[src/rtl/axis_harness_pkg.sv]
// rtl/axis_harness_pkg.sv - flit format helpers and constants shared by the stream harness
package axis_harness_pkg;

  localparam int ERR_TDEST = 0;
  localparam int ERR_TID   = 1;
  localparam int ERR_SEQ   = 2;
  localparam int ERR_BEAT  = 3;

  // Left-shift Fibonacci mask for x^16 + x^14 + x^13 + x^11 + 1
  localparam logic [15:0] LFSR_TAPS = 16'hB400;

  localparam int FLIT_MAX_W = 128;

  function automatic logic [FLIT_MAX_W/2-1:0] flit_seq(input logic [FLIT_MAX_W-1:0] tdata,
                                                       input int half_w);
    return (FLIT_MAX_W/2)'(tdata >> half_w);
  endfunction

  function automatic logic [FLIT_MAX_W/2-1:0] flit_inj_tick(input logic [FLIT_MAX_W-1:0] tdata,
                                                            input int half_w);
    logic [FLIT_MAX_W-1:0] mask;
    mask = (FLIT_MAX_W'(1) << half_w) - FLIT_MAX_W'(1);
    return (FLIT_MAX_W/2)'(tdata & mask);
  endfunction

endpackage

[src/rtl/lfsr16.sv]
// rtl/lfsr16.sv - 16-bit Fibonacci LFSR, advances while enabled
module lfsr16
  import axis_harness_pkg::*;
#(
  parameter logic [15:0] SEED = 16'hACE1
) (
  input  logic        clk,
  input  logic        rst_n,
  input  logic        enable_i,
  output logic [15:0] state_o
);

  logic [15:0] state_q, state_d;

  always_comb begin
    state_d = state_q;
    if (enable_i) state_d = {state_q[14:0], ^(state_q & LFSR_TAPS)};
  end

  always_ff @(posedge clk) begin
    if (!rst_n) state_q <= SEED;
    else        state_q <= state_d;
  end

  assign state_o = state_q;

endmodule

[src/rtl/axis_stats_sink.sv]
// rtl/axis_stats_sink.sv - AXI-Stream egress sink: LFSR backpressure, flit checks, packet/latency stats
module axis_stats_sink
  import axis_harness_pkg::*;
#(
  parameter int          TDATA_WIDTH   = 64,
  parameter int          TDEST_WIDTH   = 2,
  parameter int          TID_WIDTH     = 2,
  parameter int          NUM_ROUTERS   = 4,
  parameter int          TDEST         = 0,
  parameter int          PKT_BEATS     = 1,
  parameter int          COUNT_WIDTH   = 32,
  parameter int          LAT_SUM_WIDTH = 48,
  parameter logic [15:0] LFSR_SEED     = 16'hACE1
) (
  input  logic                                    clk,
  input  logic                                    rst_n,
  input  logic                                    enable,
  input  logic [15:0]                             ready_threshold,
  input  logic [TDATA_WIDTH/2-1:0]                ticks,
  input  logic                                    axis_in_tvalid,
  output logic                                    axis_in_tready,
  input  logic [TDATA_WIDTH-1:0]                  axis_in_tdata,
  input  logic                                    axis_in_tlast,
  input  logic [TID_WIDTH-1:0]                    axis_in_tid,
  input  logic [TDEST_WIDTH-1:0]                  axis_in_tdest,
  output logic [NUM_ROUTERS-1:0][COUNT_WIDTH-1:0] recv_packets,
  output logic [COUNT_WIDTH-1:0]                  total_recv_packets,
  output logic [TDATA_WIDTH/2-1:0]                max_latency,
  output logic [LAT_SUM_WIDTH-1:0]                latency_sum,
  output logic                                    error,
  output logic [3:0]                              error_code
);

  localparam int                HW        = TDATA_WIDTH / 2;
  localparam int                BEAT_W    = 16;
  localparam logic [BEAT_W-1:0] LAST_BEAT = BEAT_W'(PKT_BEATS - 1);

  logic [15:0]       lfsr_state;
  logic              tready_q;
  logic              accept;
  logic [BEAT_W-1:0] beat_q, beat_d;

  logic                   acc_vld_q;
  logic [HW-1:0]          acc_seq_q, acc_lat_q;
  logic [TID_WIDTH-1:0]   acc_tid_q;
  logic [TDEST_WIDTH-1:0] acc_tdest_q;
  logic                   acc_tlast_q;
  logic [BEAT_W-1:0]      acc_beat_q;

  logic [NUM_ROUTERS-1:0][COUNT_WIDTH-1:0] recv_q, recv_d;
  logic [COUNT_WIDTH-1:0]                  total_q, total_d;
  logic [HW-1:0]                           max_q, max_d;
  logic [LAT_SUM_WIDTH-1:0]                sum_q, sum_d;
  logic [LAT_SUM_WIDTH:0]                  sum_ext;
  logic [NUM_ROUTERS-1:0][HW-1:0]          exp_seq_q, exp_seq_d;
  logic [3:0]                              err_q, err_d;
  logic                                    tid_legal;
  logic                                    at_last_beat;

  lfsr16 #(.SEED(LFSR_SEED)) u_lfsr (
    .clk      (clk),
    .rst_n    (rst_n),
    .enable_i (enable),
    .state_o  (lfsr_state)
  );

  // tready is registered so it can never combinationally follow tvalid
  assign accept = axis_in_tvalid & tready_q;
  assign beat_d = !accept       ? beat_q :
                  axis_in_tlast ? '0     : beat_q + BEAT_W'(1);

  always_ff @(posedge clk) begin
    if (!rst_n) begin
      tready_q    <= 1'b0;
      beat_q      <= '0;
      acc_vld_q   <= 1'b0;
      acc_seq_q   <= '0;
      acc_lat_q   <= '0;
      acc_tid_q   <= '0;
      acc_tdest_q <= '0;
      acc_tlast_q <= 1'b0;
      acc_beat_q  <= '0;
    end else begin
      tready_q  <= enable & ((ready_threshold == 16'hFFFF) | (lfsr_state <= ready_threshold));
      beat_q    <= beat_d;
      acc_vld_q <= accept;
      if (accept) begin
        acc_seq_q   <= HW'(flit_seq(FLIT_MAX_W'(axis_in_tdata), HW));
        acc_lat_q   <= ticks - HW'(flit_inj_tick(FLIT_MAX_W'(axis_in_tdata), HW));
        acc_tid_q   <= axis_in_tid;
        acc_tdest_q <= axis_in_tdest;
        acc_tlast_q <= axis_in_tlast;
        acc_beat_q  <= beat_q;
      end
    end
  end

  always_comb begin
    recv_d       = recv_q;
    total_d      = total_q;
    max_d        = max_q;
    sum_d        = sum_q;
    exp_seq_d    = exp_seq_q;
    err_d        = err_q;
    tid_legal    = 32'(acc_tid_q) < NUM_ROUTERS;
    at_last_beat = acc_beat_q == LAST_BEAT;
    sum_ext      = {1'b0, sum_q} + (LAT_SUM_WIDTH+1)'(acc_lat_q);
    if (acc_vld_q) begin
      if (acc_tdest_q != TDEST_WIDTH'(TDEST)) err_d[ERR_TDEST] = 1'b1;
      if (!tid_legal)                         err_d[ERR_TID]   = 1'b1;
      if (acc_tlast_q != at_last_beat)        err_d[ERR_BEAT]  = 1'b1;
      // Out-of-range sources are flagged only; they never touch the tables
      if (tid_legal) begin
        for (int s = 0; s < NUM_ROUTERS; s++) begin
          if (acc_tid_q == TID_WIDTH'(s)) begin
            if (acc_beat_q == '0) begin
              if (acc_seq_q != exp_seq_q[s]) err_d[ERR_SEQ] = 1'b1;
              exp_seq_d[s] = acc_seq_q + HW'(1);
            end
            if (acc_tlast_q && (recv_q[s] != '1)) recv_d[s] = recv_q[s] + COUNT_WIDTH'(1);
          end
        end
        if (acc_beat_q == '0) begin
          if (acc_lat_q > max_q) max_d = acc_lat_q;
          sum_d = sum_ext[LAT_SUM_WIDTH] ? '1 : sum_ext[LAT_SUM_WIDTH-1:0];
        end
        if (acc_tlast_q && (total_q != '1)) total_d = total_q + COUNT_WIDTH'(1);
      end
    end
  end

  always_ff @(posedge clk) begin
    if (!rst_n) begin
      recv_q    <= '0;
      total_q   <= '0;
      max_q     <= '0;
      sum_q     <= '0;
      exp_seq_q <= '0;
      err_q     <= '0;
    end else begin
      recv_q    <= recv_d;
      total_q   <= total_d;
      max_q     <= max_d;
      sum_q     <= sum_d;
      exp_seq_q <= exp_seq_d;
      err_q     <= err_d;
    end
  end

  assign axis_in_tready     = tready_q;
  assign recv_packets       = recv_q;
  assign total_recv_packets = total_q;
  assign max_latency        = max_q;
  assign latency_sum        = sum_q;
  assign error_code         = err_q;
  assign error              = |err_q;

endmodule

[config.mk]
export PLATFORM = sky130hd
export DESIGN_NAME = axis_stats_sink
export DESIGN_NICKNAME = d
export VERILOG_FILES = /design/src/rtl/axis_harness_pkg.sv /design/src/rtl/lfsr16.sv /design/src/rtl/axis_stats_sink.sv
export SDC_FILE = /design/constraint.sdc
export NUM_CORES = 1
export LEC_CHECK = 0
export BUFFER_PORTS_ARGS = -buffer_cell sky130_fd_sc_hd__buf_2
export CAP_MARGIN = 20
export CORE_UTILIZATION = 63
export DETAILED_ROUTE_END_ITERATION = 16
export HOLD_SLACK_MARGIN = 0.08
export PLACE_DENSITY = 0.87
export SETUP_SLACK_MARGIN = 0.1
export SYNTH_ARGS = -nofsm -noshare
export SYNTH_HDL_FRONTEND = slang
export SYNTH_SLANG_ARGS = --single-unit
export TNS_END_PERCENT = 1
[constraint.sdc]
create_clock -name clk -period 5.9 [get_ports clk]
set_input_delay 0.885 -clock clk [delete_from_list [all_inputs] [get_ports clk]]
set_output_delay 0.885 -clock clk [all_outputs]
set_load 0.02 [all_outputs]
==> results of run 1 <==
per-stage QoR:
step           std cells  hold slack (ps)  utilization  cell area, µm²
6_report            3940              454        0.732           29200
5_1_grt             3935              475        0.732           29200
4_1_cts             3931              456        0.730           29200
3_5_place_dp        3837              445        0.688           27500
3_3_place_gp        3837              440        0.688           27500
2_1_floorplan       3111              433            -           25600
per-layer routing:
layer	vias up	routed length [µm]	part of all wire	GRT usage
li1	11349	-	-	-
met2	992	34000	0.46	0.567
met1	11274	31100	0.42	0.454
met4	4	2690	0.036	0.132
met5	-	27	0.00036	0
met3	170	6400	0.086	0.0706
logic make-up (layout without fill, tap and decap cells):
logic type                 count (synthesis)  after routing
adders and majority gates                120            120
xor gates and xnor gates                 351            351
muxes                                     58             58
DFF                                      490            490
and+or+nand+nor                         1161           1161
buffers and inverters                    302            599
other                                      1              8
AOI/OAI and AO/OA                        628            628
flip-flops by register name (all words and copies together) (netlist names):
name	flops
acc_beat_q	16
u_lfsr.state_o	16
acc_tlast_q	1
acc_seq_q	32
acc_lat_q	32
axis_in_tready	1
latency_sum	48
max_latency	32
error_code	3
acc_tid_q	2
exp_seq_q	128
acc_tdest_q	2
recv_packets	128
beat_q	16
total_recv_packets	32
acc_vld_q	1
final timing paths:
kind	end	start	cells past startpoint
setup / recovery	latency_sum[24]	acc_lat_q[0]	11
hold reg to reg	acc_beat_q[12]	acc_beat_q[12]	2
hold / removal	acc_beat_q[12]	acc_beat_q[12]	2
setup reg to reg	latency_sum[24]	acc_lat_q[0]	11
layout by cell type (no fill, tap or decap), types with 5 or more instances in the layout:
master     count
nand4_1       87
dfxtp_1      490
buf_4         11
xnor2_1      172
or4_1          6
nand2_1      357
a311oi_1       5
a211oi_1     118
mux2i_1       57
a21o_1        31
and4_1        24
o22ai_1        5
o2111ai_1      5
clkbuf_1      11
or3_1         40
a31oi_1       34
a21oi_1      225
nor2b_1       16
xor2_1       179
o21ai_0      134
diode_2        7
nor3_1        41
nand3_1      103
o21bai_1       7
o21a_1        11
and2_1        27
nor2_1       338
clkbuf_8      10
and3_1        34
ha_1         118
o211ai_1       8
clkinv_2      13
inv_1        127
nand2b_1      10
nor4_1        41
buf_2        364
clkbuf_16     52
power by group through the flow:
stage / sequential [µW] / combinational [µW] / clock, µW
floorplan: 3480 / 522 / 0
detailed placement: 3520 / 716 / 0
global route: 3450 / 806 / 3430
finish: 3450 / 735 / 3270
global placement: 3510 / 697 / 0
CTS: 3440 / 722 / 3290
final cells by class:
| type | count | area [µm²] | area share |
|---|---|---|---|
| Antenna cell | 7 | 17.5 | 0.000600 |
| Sequential cell | 490 | 9810 | 0.336 |
| Clock inverter | 21 | 205 | 0.00702 |
| Multi-Input combinational cell | 2319 | 14600 | 0.500 |
| Clock buffer | 73 | 1480 | 0.0507 |
| Inverter | 128 | 488 | 0.0167 |
| Timing Repair Buffer | 377 | 1940 | 0.0666 |
| Tap cell | 525 | 657 | 0.0225 |
tightest hold or removal path: stages, from the launching register on:
cell and delay (ps):
dfxtp_1 300, nand2_1 50, a21oi_1 50
==> results.json, run 1 <==
{
  "slew_headroom": 0.243,
  "ios": 367,
  "ys_types": 80,
  "maxCapViolCount": 0,
  "fmax_mhz": 294,
  "min_period_ps": 3410,
  "gp_congestion": 0.952,
  "routed_via_density": 6.04,
  "postCtsSetupBuffers": 0,
  "synth_area_leaders": "dfxtp_1 38%, xor2_1 6.1%, xnor2_1 5.9%, ha_1 5.8%, nand2_1 5.3%",
  "synthMuxAreaShare": 0.0228,
  "grt_pass1_wl_mm": 117,
  "arrival_ps": 3840,
  "cts.sinks": 490,
  "crit_family": "simple AND/OR/NAND/NOR gates",
  "synth_edf_count": 0,
  "start_util": 0.640,
  "synth_nets": 3352,
  "p_total_uw": 7460,
  "critPathRequiredTime_ps": 6340,
  "htree_levels": 2,
  "hold_path.class": "reg -> reg",
  "ys_seq_area_frac": 0.384,
  "cp_slowest_stage_delay_ps": 690,
  "final_nets": 3609,
  "hold_viol": 0,
  "clk_latency_ps": 600,
  "synth_top_family_by_area": "simple AND/OR/NAND/NOR gates",
  "clk_path_buf_depth": 3,
  "rrSetupSlack_ps": 2490,
  "ys_warn_count": 0,
  "internal-power_uw": 5520,
  "worst_slack_ps": 2490,
  "synth_most_common_cell": "dfxtp_1",
  "grtUsageTotal": 0.348,
  "critPathBufInv": 1,
  "synth-compound-area-share": 0.151,
  "status": "finished, final reports clean",
  "grt_pass1_vias": 22502,
  "cts_root_buf": "clkbuf_16",
  "dp_slack_ps": 2420,
  "p_seq_frac": 0.462,
  "hpwl_mm": 53.1,
  "setup-tns-final_ps": 0,
  "cts_resized": 0,
  "path_class": "reg -> reg",
  "ant_nets": 0,
  "die_area_mm2": 0.0414,
  "clk_pin_slew_ps": 60,
  "cts_made_buffers": 52,
  "worstMarginPinSlew_ps": 1130,
  "synth_fa_ha_area_frac": 0.0593,
  "syn-mean-instance-area_um2": 8.22,
  "p_leak_uw": 0.0120,
  "synth_top_area_frac": 0.384,
  "cts_tree": "built",
  "path_cells": "ha_1 -> inv_1 -> fa_1 -> nand2b_1 -> a21oi_1 -> o41ai_2 -> a2111oi_4 -> nor2_2 -> nor2_1 -> nor2_1 -> a21oi_1",
  "crit_path_start_kind": "register",
  "period_share": 0.577,
  "holdBufCountCts": 0,
  "swShare": 0.259,
  "synthTopCellsByCount": "490 x dfxtp_1, 358 x nand2_1, 339 x nor2_1",
  "drv_slew": 0,
  "p_switching_uw": 1930,
  "setup_viol": 0,
  "area.growth.synth_to_final_pct": 14.3,
  "detail_route.wl_per_cell_um": 18.8,
  "synth_xor_xnor_area_share": 0.120,
  "cpMaxStageDelayCell": "o41ai_2",
  "drt_first_iter_violations": 2028,
  "cellPowerDensity_mw_per_mm2": 255,
  "grt_start_max_net_pins": 181,
  "port_buffers": 365,
  "synth-seq-cells": 490,
  "drt-pass1-iter-count": 6,
  "n_fill_cell": 2984,
  "syn_inst": 3111,
  "drc": 0,
  "grt_antenna_before_repair": 8,
  "p_comb_frac": 0.099,
  "cp_max_fo": 11,
  "skew_ps": 9.88,
  "postSynth.asyncResetShare": 0,
  "core-area_mm2": 0.0399,
  "vias": 23789,
  "vdd_drop_max_mv": 0.238,
  "netlist_area_mm2": 0.0256,
  "yosysTopAreaCell": "dfxtp_1",
  "die-height_um": 203,
  "die_w_um": 203,
  "num_rows": 73,
  "grt_remaining_overflow": 0,
  "yosys_most_used_dff": "dfxtp_1",
  "clock_power_share": 0.439,
  "rsz0062_at_grt": "false",
  "wirelength_mm": 74.2,
  "synth-simple-area-share": 0.216,
  "end_kind": "register",
  "drive_gt1_frac": 0.145
}
No activity file was read; power rests on OpenSTA's default activity.
==> inputs of run 2 (changes only) <==
--- a/config.mk
+++ b/config.mk
@@ -7,10 +7,10 @@
 export LEC_CHECK = 0
 export BUFFER_PORTS_ARGS = -buffer_cell sky130_fd_sc_hd__buf_2
 export CAP_MARGIN = 20
-export CORE_UTILIZATION = 63
+export CORE_UTILIZATION = 58
 export DETAILED_ROUTE_END_ITERATION = 16
 export HOLD_SLACK_MARGIN = 0.08
-export PLACE_DENSITY = 0.87
+export PLACE_DENSITY = 0.81
 export SETUP_SLACK_MARGIN = 0.1
 export SYNTH_ARGS = -nofsm -noshare
 export SYNTH_HDL_FRONTEND = slang
==> constraint.sdc (replaced) <==
create_clock -name clk -period 3.2 [get_ports clk]
set_input_delay 0.48 -clock clk [delete_from_list [all_inputs] [get_ports clk]]
set_output_delay 0.48 -clock clk [all_outputs]
set_load 0.02 [all_outputs]
==> results.json, run 2 (synthesis gave the netlist of run 1 again) <==
{
  "rr_startpoint": "acc_lat_q[0]",
  "die_area_mm2": 0.0449,
  "dp_slack_ps": -4.23,
  "p_switching_uw": 3580,
  "hpwl_mm": 56.5,
  "grt_pass1_vias": 22833,
  "cp_max_fo": 7,
  "p_comb_frac": 0.103,
  "core-area_mm2": 0.0433,
  "die_w_um": 212,
  "skew_ps": 16.8,
  "cts_made_buffers": 51,
  "diodes": 0,
  "drt_first_iter_violations": 2137,
  "htree_levels": 2,
  "clk_pin_slew_ps": 60,
  "grtUsageTotal": 0.335,
  "cts_tree": "built",
  "critPathRequiredTime_ps": 3720,
  "min_period_ps": 3010,
  "grt_start_max_net_pins": 151,
  "path_class": "reg -> reg",
  "final_common_cell": "dfxtp_1",
  "p_leak_uw": 0.0123,
  "swShare": 0.258,
  "end_kind": "register",
  "clock_power_share": 0.440,
  "fmax_mhz": 332,
  "vias": 23909,
  "cp_slowest_stage_delay_ps": 390,
  "ant_nets": 0,
  "gr-usage-met1": 0.435,
  "drive_gt1_frac": 0.159,
  "arrival_ps": 3530,
  "vdd_drop_max_mv": 0.429,
  "setup_viol": 0,
  "grt_antenna_before_repair": 3,
  "drc": 0,
  "detail_route.wl_per_cell_um": 19.0,
  "worstMarginPinSlew_ps": 1080,
  "slew_headroom": 0.278,
  "grt.met3_usage": 0.0681,
  "drt-pass1-iter-count": 6,
  "clk_path_buf_depth": 3,
  "p_total_uw": 13800,
  "die-height_um": 212,
  "hold_path.class": "in -> reg",
  "p_seq_frac": 0.457,
  "routed_via_density": 5.91,
  "drv_slew": 0,
  "crit_path_start_kind": "register",
  "start_util": 0.591,
  "area.growth.synth_to_final_pct": 16.4,
  "rrSetupSlack_ps": 190,
  "grt_remaining_overflow": 0,
  "clk_latency_ps": 610,
  "grt_pass1_wl_mm": 120,
  "hold_viol": 0,
  "worstSetupStartpoint": "acc_lat_q[0]",
  "num_rows": 76,
  "busiest_layer": "met2",
  "cts_root_buf": "clkbuf_16",
  "use_met2": 0.537,
  "internal-power_uw": 10300,
  "cpMaxStageDelayCell": "fa_1",
  "postCtsSetupBuffers": 0,
  "cts.sinks": 490,
  "status": "finished, final reports clean",
  "rsz0062_at_grt": "true",
  "period_share": 0.941,
  "worst_slack_ps": 189,
  "final_cell_mix": "490 x dfxtp_1, 364 x buf_2, 357 x nand2_1",
  "gp_congestion": 0.962,
  "hp-start": "axis_in_tdata[33]",
  "hold-worst-slack_ps": 114,
  "ios": 367,
  "maxCapViolCount": 0,
  "wirelength_mm": 76.6,
  "path_cells": "ha_2 -> inv_1 -> fa_1 -> nand2b_1 -> a21oi_2 -> o41ai_2 -> a2111oi_4 -> nor2_2 -> buf_4 -> or2_4 -> and3_1 -> nor4_2",
  "final_nets": 3660,
  "port_buffers": 365,
  "cellPowerDensity_mw_per_mm2": 465
}
run 2: cell types whose count changed in the layout (fill, tap and decap cells not counted), sizes merged:
cell / delta
inv: +1
dlygate4sd3: +1
buf: +51
clkbuf: +2
diode: -7
clkinv: -5
run 2: layout make-up:
class | instances | area (µm²)
inverter | 128 | 488
clock inverter | 17 | 200
sequential | 490 | 9810
timing repair buffer | 429 | 2350
clock buffer | 75 | 1510
tap | 585 | 732
fill | 3531 | 13500
multi-input combinational | 2319 | 14700
run 2: repair_timing:
item	CTS	global route
hold endpoints to repair	1	0
endpoints found under the setup margin	5	22
hold buffers	1	0
resized for setup	2	7
pin swaps	0	0
run 2: critical path: cells and delay by family, from the launching register on:
kind,cells,cell delay [ps]
simple gates,5,960
fa+ha+maj,2,600
buf+inv,2,240
compound gates,3,750
flops,1,350
run 2: final timing paths:
kind,end,cells after the start
max reg2reg,latency_sum[43],12
min reg2reg,acc_tdest_q[1],2
min,acc_seq_q[1],3
max,latency_sum[43],12
run 2: layer usage:
| metal | vias to the layer above | part of all wire |
|---|---|---|
| li1 | 11411 | - |
| met1 | 11390 | 0.43 |
| met5 | - | 0.00039 |
| met4 | 6 | 0.041 |
| met2 | 918 | 0.45 |
| met3 | 184 | 0.075 |
run 2: per-stage QoR:
stage	setup TNS [ps]	cell area, µm²	util	cells
after global routing	0	29700	0.687	4043
after CTS	0	29700	0.686	4043
final	0	29700	0.687	4043
after floorplan	0	25600	-	3111
after global placement	0	28000	0.647	3950
after detailed placement	-4.23	28000	0.647	3950
run 2: power groups by stage:
stage / Combinational (µW) / Sequential, µW / Clock [µW]
floorplan: 963 / 6410 / 0
global placement: 1370 / 6450 / 0
detailed placement: 1400 / 6460 / 0
CTS: 1410 / 6320 / 6150
global route: 1560 / 6330 / 6390
finish: 1430 / 6330 / 6090
